## src/rtl/muldiv_pkg.sv

```systemverilog
// Shared definitions for the iterative RV32M multiply/divide sequencer.
// Holds the funct3 encodings, the FSM state type and small decode helpers.
// Optional feature macro: MULDIV_SIGNED_EN enables signed RV32M semantics.
package muldiv_pkg;

  localparam logic [2:0] F3_MUL    = 3'b000;
  localparam logic [2:0] F3_MULH   = 3'b001;
  localparam logic [2:0] F3_MULHSU = 3'b010;
  localparam logic [2:0] F3_MULHU  = 3'b011;
  localparam logic [2:0] F3_DIV    = 3'b100;
  localparam logic [2:0] F3_DIVU   = 3'b101;
  localparam logic [2:0] F3_REM    = 3'b110;
  localparam logic [2:0] F3_REMU   = 3'b111;

  typedef enum logic [1:0] {
    ST_IDLE = 2'd0,
    ST_BUSY = 2'd1,
    ST_DONE = 2'd2
  } state_e;

  function automatic logic is_div(input logic [2:0] f3);
    return f3[2];
  endfunction

  // rs1 is treated as signed by MULH, MULHSU, DIV and REM.
  function automatic logic a_is_signed(input logic [2:0] f3);
    return (f3 == F3_MULH) || (f3 == F3_MULHSU) || (f3 == F3_DIV) || (f3 == F3_REM);
  endfunction

  // rs2 is treated as signed by MULH, DIV and REM.
  function automatic logic b_is_signed(input logic [2:0] f3);
    return (f3 == F3_MULH) || (f3 == F3_DIV) || (f3 == F3_REM);
  endfunction

endpackage

```

## src/rtl/muldiv_if.sv

```systemverilog
// Request/response bundle between the execute stage and the mul/div sequencer.
//   start/funct3/a/b : request (driven by master)
//   busy/done/result : status and registered result (driven by slave)
interface muldiv_if #(
  parameter int unsigned N = 32
);
  logic         start;
  logic [2:0]   funct3;
  logic [N-1:0] a;
  logic [N-1:0] b;
  logic         busy;
  logic         done;
  logic [N-1:0] result;

  modport master (output start, funct3, a, b, input busy, done, result);
  modport slave  (input start, funct3, a, b, output busy, done, result);
endinterface

```

## src/rtl/muldiv_step.sv

```systemverilog
// Combinational single iteration of the mul/div datapath.
//   acc_i/mq_i   : upper (partial product / remainder) and lower (multiplier / quotient) halves
//   operand_i    : multiplicand or divisor magnitude
//   div_mode_i   : 1 = restoring-divide step, 0 = shift-add multiply step
//   acc_o/mq_o   : halves after this iteration
module muldiv_step #(
  parameter int unsigned N = 32
) (
  input  logic [N-1:0] acc_i,
  input  logic [N-1:0] mq_i,
  input  logic [N-1:0] operand_i,
  input  logic         div_mode_i,
  output logic [N-1:0] acc_o,
  output logic [N-1:0] mq_o
);

  logic [N:0] sum;
  logic [N:0] shifted;
  logic [N:0] diff;

  always_comb begin
    sum     = '0;
    shifted = '0;
    diff    = '0;
    acc_o   = acc_i;
    mq_o    = mq_i;
    if (div_mode_i) begin
      // Shift next dividend bit into the remainder, then trial-subtract.
      // diff[N] set means the subtraction borrowed: restore.
      shifted = {acc_i, mq_i[N-1]};
      diff    = shifted - {1'b0, operand_i};
      mq_o    = {mq_i[N-2:0], ~diff[N]};
      acc_o   = diff[N] ? shifted[N-1:0] : diff[N-1:0];
    end else begin
      // Add multiplicand when the current multiplier LSB is set, then shift the
      // 2N-bit {acc, mq} right by one with the carry entering at the top.
      sum   = {1'b0, acc_i} + (mq_i[0] ? {1'b0, operand_i} : '0);
      acc_o = sum[N:1];
      mq_o  = {sum[0], mq_i[N-1:1]};
    end
  end

endmodule

```

## src/rtl/muldiv_seq.sv

```systemverilog
// Iterative RV32M multiply/divide sequencer (N-cycle shift-add / restoring divide).
//   clk, rst_n : clock, asynchronous active-low reset
//   bus        : muldiv_if slave (start/funct3/a/b in, busy/done/result out)
// Divide-by-zero (and signed DIV/REM overflow) complete without entering BUSY.
// Macro MULDIV_SIGNED_EN: signed MULH/MULHSU/DIV/REM; undefined, they act unsigned.
module muldiv_seq
  import muldiv_pkg::*;
#(
  parameter int unsigned N = 32
) (
  input logic     clk,
  input logic     rst_n,
  muldiv_if.slave bus
);

  localparam int unsigned CntW = $clog2(N);

  state_e          state_q, state_d;
  logic [CntW-1:0] cnt_q, cnt_d;
  logic [N-1:0]    acc_q, acc_d;
  logic [N-1:0]    mq_q, mq_d;
  logic [N-1:0]    op_q, op_d;
  logic [N-1:0]    result_q, result_d;
  logic [2:0]      f3_q, f3_d;

  logic [N-1:0]    acc_nx, mq_nx;
  logic [N-1:0]    a_mag, b_mag;
  logic            div_ovf;
  logic [2*N-1:0]  prod;
  logic [N-1:0]    quo, rem, final_res;

`ifdef MULDIV_SIGNED_EN
  logic neg_q, neg_d;
  logic a_neg, b_neg;
`endif

  muldiv_step #(.N(N)) u_step (
    .acc_i      (acc_q),
    .mq_i       (mq_q),
    .operand_i  (op_q),
    .div_mode_i (is_div(f3_q)),
    .acc_o      (acc_nx),
    .mq_o       (mq_nx)
  );

  // Result of the final iteration, sign-corrected and selected by op.
  always_comb begin
    prod = {acc_nx, mq_nx};
    quo  = mq_nx;
    rem  = acc_nx;
`ifdef MULDIV_SIGNED_EN
    if (neg_q) begin
      prod = -prod;
      quo  = -quo;
      rem  = -rem;
    end
`endif
    if (is_div(f3_q)) begin
      final_res = f3_q[1] ? rem : quo;
    end else if (f3_q == F3_MUL) begin
      final_res = prod[N-1:0];
    end else begin
      final_res = prod[2*N-1:N];
    end
  end

  always_comb begin
    state_d  = state_q;
    cnt_d    = cnt_q;
    acc_d    = acc_q;
    mq_d     = mq_q;
    op_d     = op_q;
    f3_d     = f3_q;
    result_d = result_q;
    a_mag    = bus.a;
    b_mag    = bus.b;
    div_ovf  = 1'b0;
`ifdef MULDIV_SIGNED_EN
    neg_d    = neg_q;
    a_neg    = a_is_signed(bus.funct3) & bus.a[N-1];
    b_neg    = b_is_signed(bus.funct3) & bus.b[N-1];
    if (a_neg) a_mag = ~bus.a + 1'b1;
    if (b_neg) b_mag = ~bus.b + 1'b1;
    // Most-negative / -1 overflows the quotient; answer is fixed by the ISA.
    div_ovf  = is_div(bus.funct3) && b_is_signed(bus.funct3) &&
               (bus.a == {1'b1, {(N-1){1'b0}}}) && (&bus.b);
`endif
    case (state_q)
      ST_IDLE: begin
        if (bus.start) begin
          f3_d  = bus.funct3;
          cnt_d = '0;
          acc_d = '0;
          // Divide iterates over the dividend; multiply over the multiplier.
          op_d  = is_div(bus.funct3) ? b_mag : a_mag;
          mq_d  = is_div(bus.funct3) ? a_mag : b_mag;
`ifdef MULDIV_SIGNED_EN
          // Remainder takes the dividend's sign; everything else the XOR.
          neg_d = (bus.funct3 == F3_REM) ? a_neg : (a_neg ^ b_neg);
`endif
          if (is_div(bus.funct3) && (bus.b == '0)) begin
            state_d  = ST_DONE;
            result_d = bus.funct3[1] ? bus.a : '1;
          end else if (div_ovf) begin
            state_d  = ST_DONE;
            result_d = bus.funct3[1] ? '0 : bus.a;
          end else begin
            state_d = ST_BUSY;
          end
        end
      end
      ST_BUSY: begin
        acc_d = acc_nx;
        mq_d  = mq_nx;
        if (cnt_q == CntW'(N - 1)) begin
          state_d  = ST_DONE;
          result_d = final_res;
        end else begin
          cnt_d = cnt_q + 1'b1;
        end
      end
      ST_DONE: state_d = ST_IDLE;
      default: state_d = ST_IDLE;
    endcase
  end

  always_ff @(posedge clk or negedge rst_n) begin
    if (!rst_n) begin
      state_q  <= ST_IDLE;
      cnt_q    <= '0;
      acc_q    <= '0;
      mq_q     <= '0;
      op_q     <= '0;
      result_q <= '0;
      f3_q     <= '0;
    end else begin
      state_q  <= state_d;
      cnt_q    <= cnt_d;
      acc_q    <= acc_d;
      mq_q     <= mq_d;
      op_q     <= op_d;
      result_q <= result_d;
      f3_q     <= f3_d;
    end
  end

`ifdef MULDIV_SIGNED_EN
  always_ff @(posedge clk or negedge rst_n) begin
    if (!rst_n) neg_q <= 1'b0;
    else        neg_q <= neg_d;
  end
`endif

  assign bus.busy   = (state_q == ST_BUSY);
  assign bus.done   = (state_q == ST_DONE);
  assign bus.result = result_q;

endmodule

```

## src/flat_wrapper.sv

```systemverilog
// flat-port wrapper written by rule: the top's interface ports become plain ports
module muldiv_seq_flat import muldiv_pkg::*;
#(
  parameter int unsigned N = 32
)
  (clk, rst_n, bus_start, bus_funct3, bus_a, bus_b, bus_busy, bus_done, bus_result);
  muldiv_if #(.N(N)) bus_i ();
  input logic clk;
  input logic rst_n;
  input wire logic [$bits(bus_i.start)-1:0] bus_start;
  input wire logic [$bits(bus_i.funct3)-1:0] bus_funct3;
  input wire logic [$bits(bus_i.a)-1:0] bus_a;
  input wire logic [$bits(bus_i.b)-1:0] bus_b;
  output wire logic [$bits(bus_i.busy)-1:0] bus_busy;
  output wire logic [$bits(bus_i.done)-1:0] bus_done;
  output wire logic [$bits(bus_i.result)-1:0] bus_result;
  assign bus_i.start = bus_start;
  assign bus_i.funct3 = bus_funct3;
  assign bus_i.a = bus_a;
  assign bus_i.b = bus_b;
  assign bus_busy = bus_i.busy;
  assign bus_done = bus_i.done;
  assign bus_result = bus_i.result;
  muldiv_seq #(.N(N)) u_core (.clk(clk), .rst_n(rst_n), .bus(bus_i));
endmodule
```

## config.mk

```make
export PLATFORM = sky130hd
export DESIGN_NAME = muldiv_seq_flat
export DESIGN_NICKNAME = d
export VERILOG_FILES = /design/src/rtl/muldiv_pkg.sv /design/src/rtl/muldiv_if.sv /design/src/rtl/muldiv_step.sv /design/src/rtl/muldiv_seq.sv /design/src/flat_wrapper.sv
export SDC_FILE = /design/constraint.sdc
export NUM_CORES = 1
export LEC_CHECK = 0
export BUFFER_PORTS_ARGS = -buffer_cell sky130_fd_sc_hd__buf_2
export CORE_MARGIN = 8
export CORE_UTILIZATION = 38
export CTS_CLUSTER_DIAMETER = 200
export DETAILED_ROUTE_END_ITERATION = 7
export GPL_TIMING_DRIVEN = 1
export PLACE_DENSITY = 0.57
export SYNTH_ARGS = -nofsm -noshare
export SYNTH_HDL_FRONTEND = slang
export SYNTH_HIERARCHICAL = 1
export SYNTH_SLANG_ARGS = --single-unit
```

## constraint.sdc

```tcl
create_clock -name clk -period 4.4 [get_ports clk]
set_input_delay 0.88 -clock clk [delete_from_list [all_inputs] [get_ports clk]]
set_output_delay 0.88 -clock clk [all_outputs]
set_load 0.05 [all_outputs]
```

==> run summary, run 1 <==
- number of antenna violations at the first check in global routing: 0
- post-layout utilization of the core: 42.63%
- actual transition at the worst max-transition pin: 1.174 ns
- CTS tree: built
- final critical path time including I/O delays and setup: 4.035 ns
- syn nets: 1513
- DRC: 0
- count of cells resized by post-cts repair: 0
- share of the cycle needed by the critical path after routing: 91.70%
- sequential area share after synthesis: 28.85%
- worst-path cell chain: and2_1 -> ha_1 -> a21o_1 -> a31oi_1 -> o211ai_1 -> a211oi_1 -> a21boi_1 -> a41oi_1 -> nor3b_1 -> a221oi_1 -> o21a_1 -> o21ai_0 -> a31oi_1 -> mux2_2
- initial core utilization: 38.23%
- maximum single-stage delay on the critical path: 0.81 ns
- Placer Congestion: 0.8880
- count of maximum capacitance violations: 0
- endpoint of the worst-slack reg-to-reg timing path: u_core/bus.result[30]$_DFFE_PN0P_
- placed instance count: 1798
- start-to-end type of the worst setup path: reg2reg
- number of buffers on the longest clock path: 2
- post-route non-filler standard cell count: 1830
- die height: 193.5 um
- critical path's slowest cell: sky130_fd_sc_hd__dfrtp_1
- Global Route Usage Sum: 19.97%
- post-route clock skew: 0.009185 ns
- number of synthesized register bits: 138
- total grt overflow: 0
- wire length of the first global-routing pass: 61.02 mm
- arrival time of data at the critical path endpoint: 4.40 ns
- synthesized area per cell: 8.705 um2
- Final ANT Viol Nets: 0
- Storage cell area: 0.003457 mm2
- depth of the CTS H-tree: 4
- Pre-Repair DR Iteration Count: 5
- Num CTS Buffers: 17
- DRT Wirelength: 38.21 mm
- Sink Count: 138
- commonest register cell after synthesis: sky130_fd_sc_hd__dfrtp_1
- Setup Total Neg Slack: 0 ns
- cell row count: 65
- worst slew margin relative to its limit: 21.73%
- layout cell share with drive strength beyond 1: 20.38%
- growth of design area from synthesis to finish: 11.51%
- most common cell after layout, fill and taps aside: sky130_fd_sc_hd__dfrtp_1
- CTS root buf: sky130_fd_sc_hd__clkbuf_16
- buffers inserted by post-CTS timing repair: 0
- Max Transition Viols Final: 0
- highest attainable clock frequency: 0.2479 GHz
- number of logic stages on the critical path including buffering: 14
- Register-to-Register Setup Slack: 0.37 ns
- IO Pins: 104
- final routed wire length divided by cell count: 20.88 um
- chip width: 193.5 um
- antenna cell count: 0
- clock-pin slew on the worst setup and hold paths: 0.06 ns
- number of DRC markers in iteration 0: 951
- largest fanout on the critical path: 22
- number of endpoints failing setup at the final stage: 0
- crit start category: flip-flop
- Filler Cells Inserted: 3112
- top library cells by usage in the layout, fill and taps aside: sky130_fd_sc_hd__dfrtp_1 (137), sky130_fd_sc_hd__o21ai_0 (121), sky130_fd_sc_hd__a21oi_1 (102), sky130_fd_sc_hd__nand2_1 (102), sky130_fd_sc_hd__buf_2 (101)
- Nets: 1553
- startpoint of the lowest-slack register-to-register path: u_core/mq_q[0]$_DFFE_PN0P_
- fraction of synthesis flops using an asynchronous set or reset pin: 100.0%
- hold violation total from the final report: 0
- capturing element type of the critical path: flip-flop
- data required time at the worst endpoint: 4.77 ns
- Skew-Pair Late Insertion Delay: 0.43 ns
- cell type group with the largest total delay on the critical path: compound AO/OA/AOI/OAI gates
- sum of net half-perimeters after detailed placement: 27.38 mm
- EDFF count, synth: 0
- input/output buffers: 103
- number of global-route vias before repair: 10660
- area of the core region: 0.03131 mm2
- CP endpoint: u_core/bus.result[30]$_DFFE_PN0P_
- largest net degree at the start of global routing: 123
- Vias: 10800
- cell area after technology mapping: 0.01197 mm2
- run status: completed
- Worst Path Buf+Inv: 0
- distinct cell type count of the synthesized netlist: 65
- number of warnings issued by yosys: 6
- Die ar.: 0.03743 mm2
- Hold-fix buffers, CTS: 0
- synthesized netlist cell count: 1375
- final worst hold slack: 0.4797 ns
- Avg Vias per Cell: 5.903
- cell seen most often among critical-path stages: sky130_fd_sc_hd__a31oi_1
- multi-input combinational cell area: 0.007920 mm2
- setup repair after global routing missed its margin: false
- Setup crit start: u_core/mq_q[0]$_DFFE_PN0P_
- R2R cell count: 14
- Hold Path Class: reg2reg
==> how the worst min path moves through the flow <==
stage	from	to	slack, ns	cells after the start
after floorplan	u_core/f3_q[0]$_DFFE_PN0P_	u_core/f3_q[0]$_DFFE_PN0P_	0.44	2
after global placement	u_core/f3_q[0]$_DFFE_PN0P_	u_core/f3_q[0]$_DFFE_PN0P_	0.47	2
after detailed placement	u_core/f3_q[0]$_DFFE_PN0P_	u_core/f3_q[0]$_DFFE_PN0P_	0.47	2
after CTS	u_core/f3_q[0]$_DFFE_PN0P_	u_core/f3_q[0]$_DFFE_PN0P_	0.48	2
after global routing	u_core/bus.result[28]$_DFFE_PN0P_	u_core/bus.result[28]$_DFFE_PN0P_	0.53	1
final	u_core/f3_q[0]$_DFFE_PN0P_	u_core/f3_q[0]$_DFFE_PN0P_	0.48	2
==> kinds of logic (layout without fill, tap and decap cells) <==
logic type / count (synthesis) / in the layout / synth area share, %
compound gates: 438 / 438 / 23.21
buf+inv: 149 / 202 / 5.269
mux: 162 / 162 / 14.56
fa+ha+maj: 68 / 68 / 7.234
simple gates: 364 / 364 / 16.78
flops: 138 / 138 / 28.85
xor+xnor: 56 / 56 / 4.098
==> final cells by class <==
type | instances | area share (%)
sequential | 138 | 25.90
multi-input combinational | 1088 | 59.34
clock buffer | 21 | 3.525
clock inverter | 11 | 0.8906
tap | 402 | 3.769
timing repair buffer | 120 | 5.165
inverter | 50 | 1.406
==> synthesized netlist by cell type, types with 3 or more instances <==
library cell	instances	share of area [%]
sky130_fd_sc_hd__xor2_1	27	2.0
sky130_fd_sc_hd__o21ai_0	122	5.1
sky130_fd_sc_hd__a31oi_1	49	2.6
sky130_fd_sc_hd__a41oi_1	3	0.22
sky130_fd_sc_hd__inv_1	50	1.6
sky130_fd_sc_hd__nor3b_1	38	2.4
sky130_fd_sc_hd__a311o_1	3	0.25
sky130_fd_sc_hd__ha_1	66	6.9
sky130_fd_sc_hd__o21a_1	8	0.50
sky130_fd_sc_hd__a22oi_1	32	2.0
sky130_fd_sc_hd__nand4_1	10	0.52
sky130_fd_sc_hd__a311oi_1	3	0.22
sky130_fd_sc_hd__buf_6	7	0.66
sky130_fd_sc_hd__o211ai_1	5	0.31
sky130_fd_sc_hd__nand3_1	18	0.75
sky130_fd_sc_hd__mux2_2	95	8.9
sky130_fd_sc_hd__nor3_1	8	0.33
sky130_fd_sc_hd__or3b_2	32	2.3
sky130_fd_sc_hd__a221oi_1	4	0.29
sky130_fd_sc_hd__xnor2_1	29	2.1
sky130_fd_sc_hd__buf_2	9	0.38
sky130_fd_sc_hd__dfrtp_1	138	29
sky130_fd_sc_hd__a21oi_1	102	4.3
sky130_fd_sc_hd__and3_1	4	0.21
sky130_fd_sc_hd__and2_1	37	1.9
sky130_fd_sc_hd__nand2_1	102	3.2
sky130_fd_sc_hd__a22o_1	35	2.6
sky130_fd_sc_hd__a21o_1	29	1.8
sky130_fd_sc_hd__mux2i_1	65	5.4
sky130_fd_sc_hd__o221ai_1	3	0.22
sky130_fd_sc_hd__nor2_1	49	1.5
sky130_fd_sc_hd__clkbuf_1	68	2.1
sky130_fd_sc_hd__a211oi_1	7	0.44
sky130_fd_sc_hd__nor4_1	8	0.42
sky130_fd_sc_hd__o21bai_1	13	0.82
sky130_fd_sc_hd__nand2b_1	5	0.26
sky130_fd_sc_hd__buf_1	13	0.41
sky130_fd_sc_hd__nor2b_1	43	2.2
==> stage by stage <==
step	setup WS (ns)	instance area [um2]
2_1_floorplan	1.078	11970
3_5_place_dp	0.3345	12750
3_3_place_gp	0.3807	12750
5_1_grt	0.09342	13350
6_report	0.3654	13350
4_1_cts	0.3201	13340
==> state kept, by name, indices dropped and copies added, names as in the netlist <==
register,flops
u_core/f3_q,3
u_core/acc_q,32
u_core/op_q,32
u_core/bus.result,32
u_core/mq_q,32
u_core/cnt_q,5
u_core/state_q,2
==> worst register-to-register path, cell delays in order, from the launching register on <==
cell	delay [ns]
sky130_fd_sc_hd__dfrtp_1	0.81
sky130_fd_sc_hd__and2_1	0.24
sky130_fd_sc_hd__ha_1	0.32
sky130_fd_sc_hd__a21o_1	0.25
sky130_fd_sc_hd__a31oi_1	0.21
sky130_fd_sc_hd__o211ai_1	0.18
sky130_fd_sc_hd__a211oi_1	0.36
sky130_fd_sc_hd__a21boi_1	0.21
sky130_fd_sc_hd__a41oi_1	0.34
sky130_fd_sc_hd__nor3b_1	0.08
sky130_fd_sc_hd__a221oi_1	0.27
sky130_fd_sc_hd__o21a_1	0.22
sky130_fd_sc_hd__o21ai_0	0.10
sky130_fd_sc_hd__a31oi_1	0.21
sky130_fd_sc_hd__mux2_2	0.17
==> per-layer routing <==
metal | up-vias | track usage, % | share of wire, % | wire, um
li1 | 5137 | - | - | -
met1 | 5224 | 29.77 | 50 | 19000
met2 | 401 | 29.08 | 42 | 16170
met3 | 41 | 3.089 | 6.2 | 2354
met4 | 0 | 5.815 | 1.8 | 685
met5 | - | 0 | 0 | 0
Power of run 1 is not shown: default switching activity piles up to over one toggle a cycle in this logic, so the estimate is an artifact.
==> inputs of run 2 (changes only) <==
--- a/config.mk
+++ b/config.mk
@@ -11,7 +11,6 @@
 export CTS_CLUSTER_DIAMETER = 200
 export DETAILED_ROUTE_END_ITERATION = 7
 export GPL_TIMING_DRIVEN = 1
-export PLACE_DENSITY = 0.57
 export SYNTH_ARGS = -nofsm -noshare
 export SYNTH_HDL_FRONTEND = slang
 export SYNTH_HIERARCHICAL = 1
==> run summary, run 2 (same netlist as run 1, synthesis figures left out) <==
- run status: completed
- Setup Total Neg Slack: 0 ns
- Nets: 1555
- actual transition at the worst max-transition pin: 1.044 ns
- final routed wire length divided by cell count: 20.88 um
- post-route clock skew: 0.01330 ns
- Sink Count: 138
- Die ar.: 0.03743 mm2
- Skew-Pair Late Insertion Delay: 0.44 ns
- endpoint of the worst-slack reg-to-reg timing path: u_core/bus.result[13]$_DFFE_PN0P_
- hold-critical path endpoint: u_core/f3_q[0]$_DFFE_PN0P_
- worst slew margin relative to its limit: 30.40%
- wire length of the first global-routing pass: 61.26 mm
- largest net degree at the start of global routing: 82
- Hold-fix buffers, CTS: 0
- number of antenna violations at the first check in global routing: 0
- total grt overflow: 0
- DRC: 0
- Num CTS Buffers: 17
- input/output buffers: 103
- arrival time of data at the critical path endpoint: 4.41 ns
- number of DRC markers in iteration 0: 1095
- count of cells resized by post-cts repair: 0
- Pre-Repair DR Iteration Count: 7
- startpoint of the lowest-slack register-to-register path: u_core/mq_q[31]$_DFFE_PN0P_
- Register-to-Register Setup Slack: 0.31 ns
- cell row count: 65
- critical path's slowest cell: sky130_fd_sc_hd__o21ai_0
- Storage cell area: 0.003457 mm2
- most common cell after layout, fill and taps aside: sky130_fd_sc_hd__dfrtp_1
- IO Pins: 104
- share of the cycle needed by the critical path after routing: 93.05%
- DRT Wirelength: 38.24 mm
- top library cells by usage in the layout, fill and taps aside: sky130_fd_sc_hd__dfrtp_1 (137), sky130_fd_sc_hd__o21ai_0 (122), sky130_fd_sc_hd__a21oi_1 (102), sky130_fd_sc_hd__nand2_1 (102), sky130_fd_sc_hd__buf_2 (101)
- Hold Path Class: reg2reg
- setup repair after global routing missed its margin: false
- multi-input combinational cell area: 0.007916 mm2
- Avg Vias per Cell: 5.920
- CTS root buf: sky130_fd_sc_hd__clkbuf_16
- Final ANT Viol Nets: 0
- R2R cell count: 16
- Placer Congestion: 0.9000
- data required time at the worst endpoint: 4.72 ns
- count of maximum capacitance violations: 0
- initial core utilization: 38.23%
- sum of net half-perimeters after detailed placement: 27.43 mm
- CTS tree: built
- final critical path time including I/O delays and setup: 4.094 ns
- hold-critical path depth: 2
- maximum single-stage delay on the critical path: 0.43 ns
- placed standard-cell area: 0.01276 mm2
- post-route non-filler standard cell count: 1831
- depth of the CTS H-tree: 4
- number of global-route vias before repair: 10650
- largest fanout on the critical path: 30
- buffers inserted by post-CTS timing repair: 0
- Filler Cells Inserted: 3093
- number of endpoints failing setup at the final stage: 0
- Global Route Usage Sum: 19.97%
- cell type group with the largest total delay on the critical path: compound AO/OA/AOI/OAI gates
- highest attainable clock frequency: 0.2442 GHz
- clock-pin slew on the worst setup and hold paths: 0.06 ns
- critical hold path startpoint: u_core/f3_q[0]$_DFFE_PN0P_
- layout cell share with drive strength beyond 1: 20.29%
- crit start category: flip-flop
- start-to-end type of the worst setup path: reg2reg
- growth of design area from synthesis to finish: 11.84%
- chip width: 193.5 um
- design area: 0.01339 mm2
- area of the core region: 0.03131 mm2
- die height: 193.5 um
- worst-path cell chain: inv_1 -> ha_1 -> fa_1 -> inv_1 -> a21oi_1 -> o21ai_0 -> a21o_2 -> a21oi_2 -> nor4_1 -> or3_1 -> buf_12 -> mux2i_1 -> a21oi_1 -> o21ai_0 -> a31oi_1 -> mux2_2
- Vias: 10840
- Max Transition Viols Final: 0
- hold violation total from the final report: 0
- post-layout utilization of the core: 42.75%
- placed instance count: 1800
- antenna cell count: 0
- Worst Path Buf+Inv: 3
- number of buffers on the longest clock path: 2
- capturing element type of the critical path: flip-flop
## run 2: cell count changes in the layout (fill, tap and decap cells not counted), sizes merged
cell	before	now
bufinv	2	5
clkbuf	21	19
buf	120	122
clkinvlp	4	2
## run 2: final cells by class
cell class | count | share of cell area (%)
Timing Repair Buffer | 122 | 5.169
Clock buffer | 19 | 3.234
Clock inverter | 12 | 1.477
Inverter | 50 | 1.402
Tap cell | 402 | 3.757
Multi-Input combinational cell | 1088 | 59.14
Sequential cell | 138 | 25.82
## run 2: worst max-delay path by stage
stage | startpoint | end | depth (start not counted)
2_1_floorplan | u_core/mq_q[31]$_DFFE_PN0P_ | u_core/bus.result[0]$_DFFE_PN0P_ | 17
3_3_place_gp | u_core/mq_q[31]$_DFFE_PN0P_ | u_core/bus.result[13]$_DFFE_PN0P_ | 16
3_5_place_dp | u_core/mq_q[31]$_DFFE_PN0P_ | u_core/bus.result[13]$_DFFE_PN0P_ | 16
4_1_cts | u_core/mq_q[31]$_DFFE_PN0P_ | u_core/bus.result[13]$_DFFE_PN0P_ | 16
5_1_grt | u_core/mq_q[31]$_DFFE_PN0P_ | u_core/bus.result[13]$_DFFE_PN0P_ | 16
6_report | u_core/mq_q[31]$_DFFE_PN0P_ | u_core/bus.result[13]$_DFFE_PN0P_ | 16
## run 2: tightest hold or removal path, delay by kind of cell (launching register included)
kind	cells	cell delay, ns
flip-flops	1	0.36
AND/OR/NAND/NOR	2	0.10
## run 2: per-layer routing
layer / track usage [%] / part of all wire (%) / vias to the layer above
met3: 3.766 / 6.6 / 37
met2: 29.87 / 43 / 414
met4: 5.302 / 1.6 / 0
li1: - / - / 5141
met1: 28.93 / 49 / 5247
met5: 0 / 0 / -
## run 2: metrics by stage
step / worst slack (ns) / hold WS [ns]
global placement: 0.5083 / 0.4749
CTS: 0.4331 / 0.4947
floorplan: 1.078 / 0.4379
detailed placement: 0.4306 / 0.4771
global route: 0.08304 / 0.5116
finish: 0.3058 / 0.4941
Power of run 2 is left out for the same reason.
